<file path="config.mk">
export PLATFORM = sky130hd
export DESIGN_NAME = hct138_rr_arbiter
export DESIGN_NICKNAME = d
export VERILOG_FILES = /design/src/rtl/hct138_rr_arbiter_pkg.sv /design/src/rtl/hct138_rr_arbiter_pick8.sv /design/src/rtl/hct138_rr_arbiter.sv
export SDC_FILE = /design/constraint.sdc
export NUM_CORES = 1
export LEC_CHECK = 0
export ABC_AREA = 1
export CORE_MARGIN = 8
export CORE_UTILIZATION = 60
export CTS_CLUSTER_SIZE = 8
export DETAILED_ROUTE_END_ITERATION = 12
export PLACE_DENSITY = 0.84
export SYNTH_ARGS = -nofsm -noshare
export SYNTH_HDL_FRONTEND = slang
export SYNTH_SLANG_ARGS = --single-unit
</file>
<file path="constraint.sdc">
create_clock -name clk -period 6.2 [get_ports clk]
set_input_delay 0.93 -clock clk [delete_from_list [all_inputs] [get_ports clk]]
set_output_delay 0.93 -clock clk [all_outputs]
set_load 0.02 [all_outputs]
</file>
<file path="src/rtl/hct138_rr_arbiter_pkg.sv">
// Shared state encodings, decoder enable patterns and index helpers for hct138_rr_arbiter.
package hct138_rr_arbiter_pkg;

  localparam int unsigned NUM_REQ = 8;

  typedef logic [2:0] idx_t;

  localparam logic [1:0] ST_IDLE  = 2'd0;
  localparam logic [1:0] ST_GRANT = 2'd1;
  localparam logic [1:0] ST_GAP   = 2'd2;

  // Decoder enable triples packed as {G, G_2A, G_2B}.
  localparam logic [2:0] DEC_ENA = 3'b100;
  localparam logic [2:0] DEC_DIS = 3'b011;

  function automatic idx_t idx_add(idx_t a, idx_t b);
    return a + b;
  endfunction

endpackage

</file>
<file path="src/rtl/hct138_rr_arbiter_pick8.sv">
// rr_pick8: combinational rotating-priority picker; search starts at ptr+1 and wraps mod 8.
module rr_pick8
  import hct138_rr_arbiter_pkg::*;
(
  input  logic [7:0] req,
  input  idx_t       ptr,
  output logic       any,
  output idx_t       idx
);

  idx_t w_pos;
  logic w_found;

  always_comb begin
    idx     = '0;
    w_pos   = '0;
    w_found = 1'b0;
    for (int k = 0; k < NUM_REQ; k++) begin
      // k+1 wraps to 0 on the last pass, so ptr itself is checked last.
      w_pos = idx_add(ptr, idx_t'(k + 1));
      if (!w_found && req[w_pos]) begin
        idx     = w_pos;
        w_found = 1'b1;
      end
    end
  end

  assign any = |req;

endmodule

</file>
<file path="src/rtl/hct138_rr_arbiter.sv">
// Round-robin arbiter sharing one HCT138 3-to-8 decoder among 8 requesters.
// Optional forced release after HOLD_MAX grant cycles is enabled by defining ARB_TIMEOUT_EN.
module hct138_rr_arbiter
  import hct138_rr_arbiter_pkg::*;
#(
  parameter int unsigned GAP_CYCLES = 1,
  parameter int unsigned HOLD_MAX   = 16
) (
  input  logic       clk,
  input  logic       rst,
  input  logic [7:0] req,
  output logic       C,
  output logic       B,
  output logic       A,
  output logic       G,
  output logic       G_2A,
  output logic       G_2B,
  output logic       busy,
  output logic       timeout
);

  logic [1:0] r_state;
  idx_t       r_sel;
  idx_t       r_ptr;
  logic [2:0] r_dec;
  logic [3:0] r_gap_cnt;
  logic       r_timeout;

  logic [1:0] w_state_d;
  idx_t       w_sel_d;
  idx_t       w_ptr_d;
  logic [2:0] w_dec_d;
  logic [3:0] w_gap_d;
  logic       w_any;
  idx_t       w_idx;
  logic       w_force;

  rr_pick8 u_pick (
    .req (req),
    .ptr (r_ptr),
    .any (w_any),
    .idx (w_idx)
  );

`ifdef ARB_TIMEOUT_EN
  logic [7:0] r_hold_cnt;

  // Value equals the number of completed GRANT cycles of the current grant.
  always_ff @(posedge clk or posedge rst) begin
    if (rst) begin
      r_hold_cnt <= '0;
    end else if (r_state == ST_IDLE) begin
      r_hold_cnt <= '0;
    end else if (r_state == ST_GRANT) begin
      r_hold_cnt <= r_hold_cnt + 8'd1;
    end
  end

  assign w_force = (r_state == ST_GRANT) && req[r_sel] && (r_hold_cnt == 8'(HOLD_MAX - 1));
`else
  assign w_force = 1'b0;
`endif

  always_comb begin
    w_state_d = r_state;
    w_sel_d   = r_sel;
    w_ptr_d   = r_ptr;
    w_dec_d   = r_dec;
    w_gap_d   = r_gap_cnt;
    case (r_state)
      ST_IDLE: begin
        if (w_any) begin
          w_sel_d   = w_idx;
          w_dec_d   = DEC_ENA;
          w_state_d = ST_GRANT;
        end
      end
      ST_GRANT: begin
        // sel stays frozen here; only the owner's request line matters.
        if (!req[r_sel] || w_force) begin
          w_dec_d   = DEC_DIS;
          w_ptr_d   = r_sel;
          w_gap_d   = 4'(GAP_CYCLES - 1);
          w_state_d = ST_GAP;
        end
      end
      ST_GAP: begin
        if (r_gap_cnt == '0) begin
          w_state_d = ST_IDLE;
        end else begin
          w_gap_d = r_gap_cnt - 4'd1;
        end
      end
      default: begin
        w_dec_d   = DEC_DIS;
        w_state_d = ST_IDLE;
      end
    endcase
  end

  always_ff @(posedge clk or posedge rst) begin
    if (rst) begin
      r_state   <= ST_IDLE;
      r_sel     <= '0;
      r_ptr     <= '1;
      r_dec     <= DEC_DIS;
      r_gap_cnt <= '0;
      r_timeout <= 1'b0;
    end else begin
      r_state   <= w_state_d;
      r_sel     <= w_sel_d;
      r_ptr     <= w_ptr_d;
      r_dec     <= w_dec_d;
      r_gap_cnt <= w_gap_d;
      r_timeout <= w_force;
    end
  end

  assign {C, B, A}       = r_sel;
  assign {G, G_2A, G_2B} = r_dec;
  assign busy            = (r_state == ST_GRANT) || (r_state == ST_GAP);
  assign timeout         = r_timeout;

endmodule

</file>
# Yosys cells after proc, flatten, opt, wreduce, memory -nomap -nowiden
# Index checks and enable logic that the tools add are counted.
# op_classes
reduce_logical,24
bitwise,2
eq_ne,6
addsub,8
n_mux,43
n_lt_le_gt_ge,9
# ops
op,n
$lt A3 B4 Y1 const B,9
$mux W3,10
$bmux W1 S3,9
$mux W1,16
$add A3 B3 Y3 const B,4
$pmux W3 S3,1
$reduce_and A3 Y1,3
$mux W4,2
$pmux W4 S2,1
$reduce_or A8 Y1,1
$logic_and A1 B1 Y1,7
$logic_not A1 Y1,7
$add A3 B2 Y3 const B,2
$mux W2,3
$ne A2 B2 Y1 const B,3
$pmux W2 S3,1
$logic_not A4 Y1,1
$reduce_and A2 Y1,2
$sub A4 B1 Y4 const B,1
$add A3 B1 Y3 const B,1
$eq A2 B1 Y1 const B,1
$eq A2 B2 Y1 const B,1
$logic_not A2 Y1,1
$ne A2 B1 Y1 const B,1
other kinds (3),4
# word_totals
wordCells,97
register_bits,15
out_inout_bits,8
in_bits,10

# Depth between registers and ports, before layout
# Gate-level depths: netlist of the first run.
# depth
depth_word,25
depth_mapped,17
ltp_nobuf,16

# By module
# From an unflattened synthesis of the first run, not the netlist that was laid out.
# hier_totals
cells_unflattened,246
hier_area_um2,1666.6
# by_module_without_submodules
module,n_inst,seq_area_each_um2,cells_per_inst,area_per_inst_um2
hct138_rr_arbiter,1,355.3,104,855.8
rr_pick8,1,0.0,142,810.8

# Worst setup path after synthesis of the first run
# OpenSTA, ideal clock, no wires.
# synth_timing
path_type,reg2reg
startpoint,reg r_ptr[0]
endpoint,reg r_sel[1]
path_stages_with_launch,16
setup_time_ns,0.116
arrival_ns,2.064
setup_slack_ns,4.019
path_buffers,1
synth_period_minus_slack_ns,2.181
required_ns,6.084
path_cell_list,dfstp_2 -> inv_2 -> ha_1 -> buf_4 -> inv_2 -> nand3_2 -> nand3_2 -> nand2_4 -> nor2_8 -> nand4_4 -> nor2_4 -> nand2_2 -> o21ai_1 -> inv_1 -> nand2_1 -> nand2_1
# synth_via
elab_chain_len,25
word_cells_on_any_way,52
classes_between,add/sub: 7; mux: 31; reduce/logical: 14
# synth_rtl
item,line,text
start: declaration,hct138_rr_arbiter.sv:24,idx_t r_ptr;
start signal: assignment,hct138_rr_arbiter.sv:112,r_ptr <= w_ptr_d;
$add A3 B1 Y3,hct138_rr_arbiter_pkg.sv:17,return a + b;
$bmux W1 S3,hct138_rr_arbiter_pick8.sv:21,if (!w_found && req[w_pos]) begin
$mux W1 (not written as such),hct138_rr_arbiter_pick8.sv:21,
$mux W1,hct138_rr_arbiter_pick8.sv:21,
$logic_not A1 Y1,hct138_rr_arbiter_pick8.sv:21,
$logic_and A1 B1 Y1,hct138_rr_arbiter_pick8.sv:21,
$mux W1,hct138_rr_arbiter_pick8.sv:21,
$logic_not A1 Y1,hct138_rr_arbiter_pick8.sv:21,
(+9 left out),--,
$logic_and A1 B1 Y1,hct138_rr_arbiter_pick8.sv:21,
$mux W1,hct138_rr_arbiter_pick8.sv:21,
$logic_not A1 Y1,hct138_rr_arbiter_pick8.sv:21,
$logic_and A1 B1 Y1,hct138_rr_arbiter_pick8.sv:21,
$mux W1,hct138_rr_arbiter_pick8.sv:21,
$logic_not A1 Y1,hct138_rr_arbiter_pick8.sv:21,
$logic_and A1 B1 Y1,hct138_rr_arbiter_pick8.sv:21,
$mux W3 *,hct138_rr_arbiter_pick8.sv:21,
end signal: assignment,hct138_rr_arbiter.sv:111,r_sel <= w_sel_d;
end: declaration,hct138_rr_arbiter.sv:23,idx_t r_sel;
# Mark *: on every way between the ends. The rest lies on a longest branch, timed or not. The select of a mux whose other input is x is not followed.
# A chain may end at the register's enable or synchronous reset.

# Worst setup path in the final report of the first run
# layout_timing
startpoint,reg r_ptr[1]
endpoint,reg r_sel[1]
# The elaborated chain is that of the path after synthesis.

==> summary.md, run 1 <==
| Metric | Value |
|---|---|
| Status | `finished, final reports clean` |
| Hold Path End | `r_gap_cnt[0]$_DFFE_PP0P_` |
| Largest area contributor in the synthesized netlist | `nand2_1` |
| Skew final | `12.6 ps` |
| Number of flops mapped to enable cells by yosys | `0` |
| Setup TNS | `0 ps` |
| Slowest-stage cell, CP | `dfstp_2` |
| Die W | `67.3 µm` |
| Post-CTS setup buffers | `0` |
| Max-slew violations | `0` |
| Core region area | `0.00248 mm²` |
| Fraction of layout cells with a size suffix above 1 | `19.3%` |
| Final Worst Setup Slack | `3470 ps` |
| First-pass detailed-route iteration total | `4` |
| WP data arrival | `2900 ps` |
| Synth top area share | `17.4%` |
| M2 GR Usage | `26.6%` |
| Post-route ant nets | `0` |
| Antenna violations before repair | `0` |
| Async SR Flop Fraction | `100%` |
| Fmax | `366 MHz` |
| Flop2flop setup slack | `3470 ps` |
| Root Driver | `clkbuf_4` |
| CP Buf/Inv Count | `3` |
| Post-CTS sizing | `0` |
| Post-synth cell types | `33` |
| DRC violations left | `0` |
| Syn_area_per_cell | `6.58 µm²` |
| Syn_nets | `256` |
| Critical path's largest stage delay | `720 ps` |
| Rel. slew slack | `61.4%` |
| GRT busiest layer | `met2` |
| GRT Resource Usage Total | `17.5%` |
| # fillers | `214` |
| Area contributors post-synth | `nand2_1, dfrtp_1, nand3_2` |
| Diode count | `0` |
| Worst hold slack | `493 ps` |
| Tightest Pin Transition | `578 ps` |
| Met3 Track Usage GR | `2.98%` |
| Most used cell, CP | `nand2_1` |
| Die area | `0.00453 mm²` |
| Synth warn | `0` |
| Register area | `355 µm²` |
| Final GP Congestion | `0.966` |
| Clk buf depth | `2` |
| Die Ht | `67.3 µm` |
| Post-synth top cells | `nand2_1, inv_1, nand3_1, nor2_1, o21ai_0` |
| Worst skew pair latency | `290 ps` |
| CTS tree | `yes` |
| Primary FF master, synth | `dfrtp_1` |
| Drt wl/cell | `12.8 µm` |
| Largest net degree at the start of global routing | `15` |
| Detailed-route via count | `1552` |
| Part of the cycle the worst path needs | `44.1%` |
| Path depth of the worst reg2reg path | `16` |
| Area Overhead vs Synth | `11.5%` |
| CP max FO | `12` |
| Hold_sp | `r_gap_cnt[0]$_DFFE_PP0P_` |
| Area of the multi-input gates | `0.00104 mm²` |
| Hold-fix buffers, CTS | `0` |
| Crit-path cells | `inv_1, ha_1, inv_2, nand3_1, nand2_1, nand2_1, nand2_2, inv_1, nand2_1, nor2_1, nor2_1, nand3_1, nor2_1, nand2_1, nand2_1, nand2_1` |
| Hold Crit Class | `reg -> reg` |
| Synth Instances | `240` |
| Post-Place Worst Slack | `3520 ps` |
| Hold Crit Depth | `1` |
| Buffers on Ports | `16` |
| RR Endpoint | `r_sel[1]$_DFFE_PP0P_` |
| FF+latch count, synth | `14` |
| Vias in the first global route | `1422` |
| I/O pins | `18` |
| Worst-path clk slew | `100 ps` |
| H-tree Lvls | `1` |
| First-pass GRT wire length | `6370 µm` |
| Post-Syn Area | `0.00158 mm²` |
| Final Setup Violations | `0` |
| Count leader, synth | `nand2_1` |
| Max-cap violations | `0` |
| Via density per instance | `5.46` |
| Critical setup path kind | `reg -> reg` |
| Total routed wirelength | `3630 µm` |
| CTS buffer count | `3` |
| Nets | `271` |
| Final-report hold violation count | `0` |
| Starting density of the core | `63.7%` |
| FF-to-FF Start | `r_ptr[1]$_DFFE_PP1P_` |
| Hpwl dp | `2910 µm` |
| Sink Count | `14` |
| FP Rows | `18` |
| M1 GR Usage | `25.4%` |
| Worst EP required | `6370 ps` |
| DR iter-0 viols | `117` |
| GR Overflow Total | `0` |
| CP Launch Type | `register` |
| Min Tclk post-route | `2730 ps` |
| Top delay family on crit path | `simple AND/OR/NAND/NOR gates` |
| RSZ-0062 raised after global routing | `no` |
| Register area share after synthesis | `22.5%` |
| Critical path endpoint category | `register` |
[metrics by stage]
step | instances | instance area, µm² | utilization [%]
6_report | 284 | 1760 | 71.1
5_1_grt | 284 | 1760 | 71.1
4_1_cts | 284 | 1760 | 71.1
3_5_place_dp | 280 | 1720 | 69.6
3_3_place_gp | 280 | 1720 | 69.6
2_1_floorplan | 240 | 1580 | -
[layout make-up]
class | count | share of cell area (%)
Sequential cell | 14 | 20.2
Multi-Input combinational cell | 185 | 59.1
Clock buffer | 4 | 2.06
Tap cell | 30 | 2.13
Timing Repair Buffer | 16 | 9.10
Inverter | 35 | 7.46
[kinds of logic (layout without fill, tap and decap cells)]
group / Yosys count / after routing / synth area share, %
XOR/XNOR: 3 / 3 / 2.62
AND/OR/NAND/NOR: 148 / 148 / 48.9
buffers and inverters: 41 / 55 / 11.6
other: 1 / 1 / 0.237
flip-flops: 14 / 14 / 22.5
adder cells (fa/ha/maj): 6 / 6 / 4.75
AO/OA/AOI/OAI: 27 / 27 / 9.35
[cells in the final DEF, fill, tap and decap left out, drive strengths merged, types with 4 or more instances in the layout]
cell type / synthesis / final
nand2: 87 / 87
dfstp: 4 / 4
clkbuf: 0 / 4
inv: 35 / 35
nor2: 19 / 19
ha: 6 / 6
nand3: 31 / 31
dfrtp: 10 / 10
nand4: 5 / 5
clkdlybuf4s50: 0 / 16
o21ai: 19 / 19
[registers in the layout, indices dropped and copies added, names as in the netlist]
name,cells
r_dec,2
r_gap_cnt,4
r_ptr,3
r_sel,3
r_state,2
[how the worst max path moves through the flow]
stage | cells past startpoint | start | slack [ps] | end
finish | 16 | r_ptr[1]$_DFFE_PP1P_ | 3470 | r_sel[1]$_DFFE_PP0P_
CTS | 16 | r_ptr[1]$_DFFE_PP1P_ | 3490 | r_sel[1]$_DFFE_PP0P_
global placement | 15 | req[0] | 3550 | r_sel[1]$_DFFE_PP0P_
detailed placement | 13 | req[2] | 3520 | r_sel[1]$_DFFE_PP0P_
floorplan | 15 | r_ptr[0]$_DFFE_PP1P_ | 4020 | r_sel[1]$_DFFE_PP0P_
global route | 16 | r_ptr[1]$_DFFE_PP1P_ | 3250 | r_sel[1]$_DFFE_PP0P_
[metal layers]
| metal | up-vias | wire length [µm] | part of all wire (%) |
|---|---|---|---|
| met5 | - | 0 | 0 |
| met4 | 0 | 12 | 0.33 |
| met3 | 2 | 221 | 6.1 |
| met2 | 41 | 1640 | 45 |
| met1 | 713 | 1760 | 49 |
| li1 | 796 | - | - |
Power of run 1 is not shown: default switching activity piles up to over one toggle a cycle in this logic, so the estimate is an artifact.
==> run 2: changes to the inputs <==
- CORE_UTILIZATION: 60 -> 56
- PLACE_DENSITY: 0.84 -> 0.8
- clock period: 6.2 -> 2.7 ns (I/O delays scaled with it)
==> summary.md, run 2 (synthesis results as in run 1) <==
| Metric | Value |
|---|---|
| DR iter-0 viols | `85` |
| Hpwl dp | `3070 µm` |
| Root Driver | `clkbuf_4` |
| Final GP Congestion | `0.976` |
| Largest regs | `r_gap_cnt: 4 flops, r_ptr: 3 flops, r_sel: 3 flops` |
| Crit-path cells | `inv_1, ha_1, inv_2, nand3_2, nand3_2, nand2_4, nor2_8, nand4_4, nor2_4, nand2_2, o21ai_1, inv_1, nand2_1, nand2_1` |
| Hold-fix buffers, CTS | `0` |
| Hold Crit Class | `in -> async` |
| CTS buffer count | `3` |
| Critical setup path kind | `reg -> reg` |
| Fmax | `423 MHz` |
| Core region area | `0.00271 mm²` |
| Most frequent cells in the layout | `nand2_1, inv_1, nand3_1` |
| # fillers | `268` |
| H-tree Lvls | `1` |
| Met1 Wirelength | `1720 µm` |
| Post-route ant nets | `0` |
| I/O pins | `18` |
| Worst-path clk slew | `90 ps` |
| Critical path's largest stage delay | `540 ps` |
| Detailed-route via count | `1556` |
| Die W | `69.1 µm` |
| Buffers on Ports | `16` |
| Finished layout cell area | `0.00178 mm²` |
| Sink Count | `14` |
| Die Ht | `69.1 µm` |
| Post-CTS setup buffers | `0` |
| GRT Resource Usage Total | `16.1%` |
| Vias in the first global route | `1473` |
| WP data arrival | `2550 ps` |
| Top routing layer in use | `met4` |
| Part of the cycle the worst path needs | `87.5%` |
| Via density per instance | `5.42` |
| Starting density of the core | `58.3%` |
| Rel. slew slack | `63.8%` |
| FP Rows | `19` |
| Tightest Pin Transition | `543 ps` |
| CP Launch Type | `register` |
| Min Tclk post-route | `2360 ps` |
| Drt wl/cell | `13.4 µm` |
| Largest net degree at the start of global routing | `15` |
| Post-CTS sizing | `0` |
| First-pass GRT wire length | `6720 µm` |
| Routed length on met2 | `1870 µm` |
| Area Overhead vs Synth | `12.5%` |
| Diode count | `0` |
| DRC violations left | `0` |
| Wire length on met3 | `210 µm` |
| Slowest-stage cell, CP | `dfstp_2` |
| Worst skew pair latency | `290 ps` |
| Final Setup Violations | `0` |
| Die area | `0.00477 mm²` |
| GR Overflow Total | `0` |
| Final-report hold violation count | `0` |
| Post-place instance area | `0.00174 mm²` |
| CTS tree | `yes` |
| CP max FO | `8` |
| Worst hold slack | `453 ps` |
| Fraction of layout cells with a size suffix above 1 | `19.9%` |
| Skew final | `2.60 ps` |
| Critical path endpoint category | `register` |
| RSZ-0062 raised after global routing | `no` |
| Flop2flop setup slack | `340 ps` |
| Max-slew violations | `0` |
| Max reg flops | `4` |
| Status | `finished, final reports clean` |
| Total routed wirelength | `3850 µm` |
| Most common cell after layout, fill and taps aside | `nand2_1` |
| Nets | `273` |
| Clk buf depth | `2` |
| Antenna violations before repair | `0` |
| Max-cap violations | `0` |
| Worst EP required | `2890 ps` |
| Setup TNS | `0 ps` |
| Biggest register | `r_gap_cnt` |
| First-pass detailed-route iteration total | `4` |
## run 2: cell types whose count changed in the layout (fill, tap and decap cells not counted)
cell,delta
buf_4,+2
## run 2: routing by layer
layer | GRT usage, % | up-vias
met3 | 2.86 | 6
met2 | 27.2 | 50
met1 | 20.0 | 700
li1 | - | 800
met4 | 4.78 | 0
met5 | 0 | -
## run 2: metrics by stage
step,cells,utilization (%),setup slack (ps)
2_1_floorplan,240,-,519
3_3_place_gp,283,64.2,351
3_5_place_dp,283,64.2,335
4_1_cts,287,65.6,325
5_1_grt,287,65.6,138
6_report,287,65.6,338
## run 2: area by class of cell
type                    instances  area (µm²)  area share (%)
inverters                      35         131            7.39
repair buffers                 18         175            9.86
multi-input cells             185        1040            58.5
flip-flops and latches         14         355            20.0
clock buffers                   4        36.3            2.04
well taps                      31        38.8            2.18
## run 2: final timing paths
path	from	to	depth (start not counted)
setup / recovery	r_ptr[1]$_DFFE_PP1P_	r_sel[1]$_DFFE_PP0P_	14
hold / removal	rst	r_sel[0]$_DFFE_PP0P_	2
setup reg to reg	r_ptr[1]$_DFFE_PP1P_	r_sel[1]$_DFFE_PP0P_	14
hold reg to reg	r_gap_cnt[0]$_DFFE_PP0P_	r_gap_cnt[0]$_DFFE_PP0P_	1
max in group asynchronous	rst	r_ptr[0]$_DFFE_PP1P_	2
min in group clk	r_gap_cnt[0]$_DFFE_PP0P_	r_gap_cnt[0]$_DFFE_PP0P_	1
## run 2: worst max-delay path: cells and delay by family (launching register included)
kind                       cells  cell delay [ps]
and+or+nand+nor                9              870
DFF                            1              540
adders and majority gates      1              430
buffers and inverters          3              310
AOI/OAI and AO/OA              1              120
Power of run 2 is left out for the same reason.
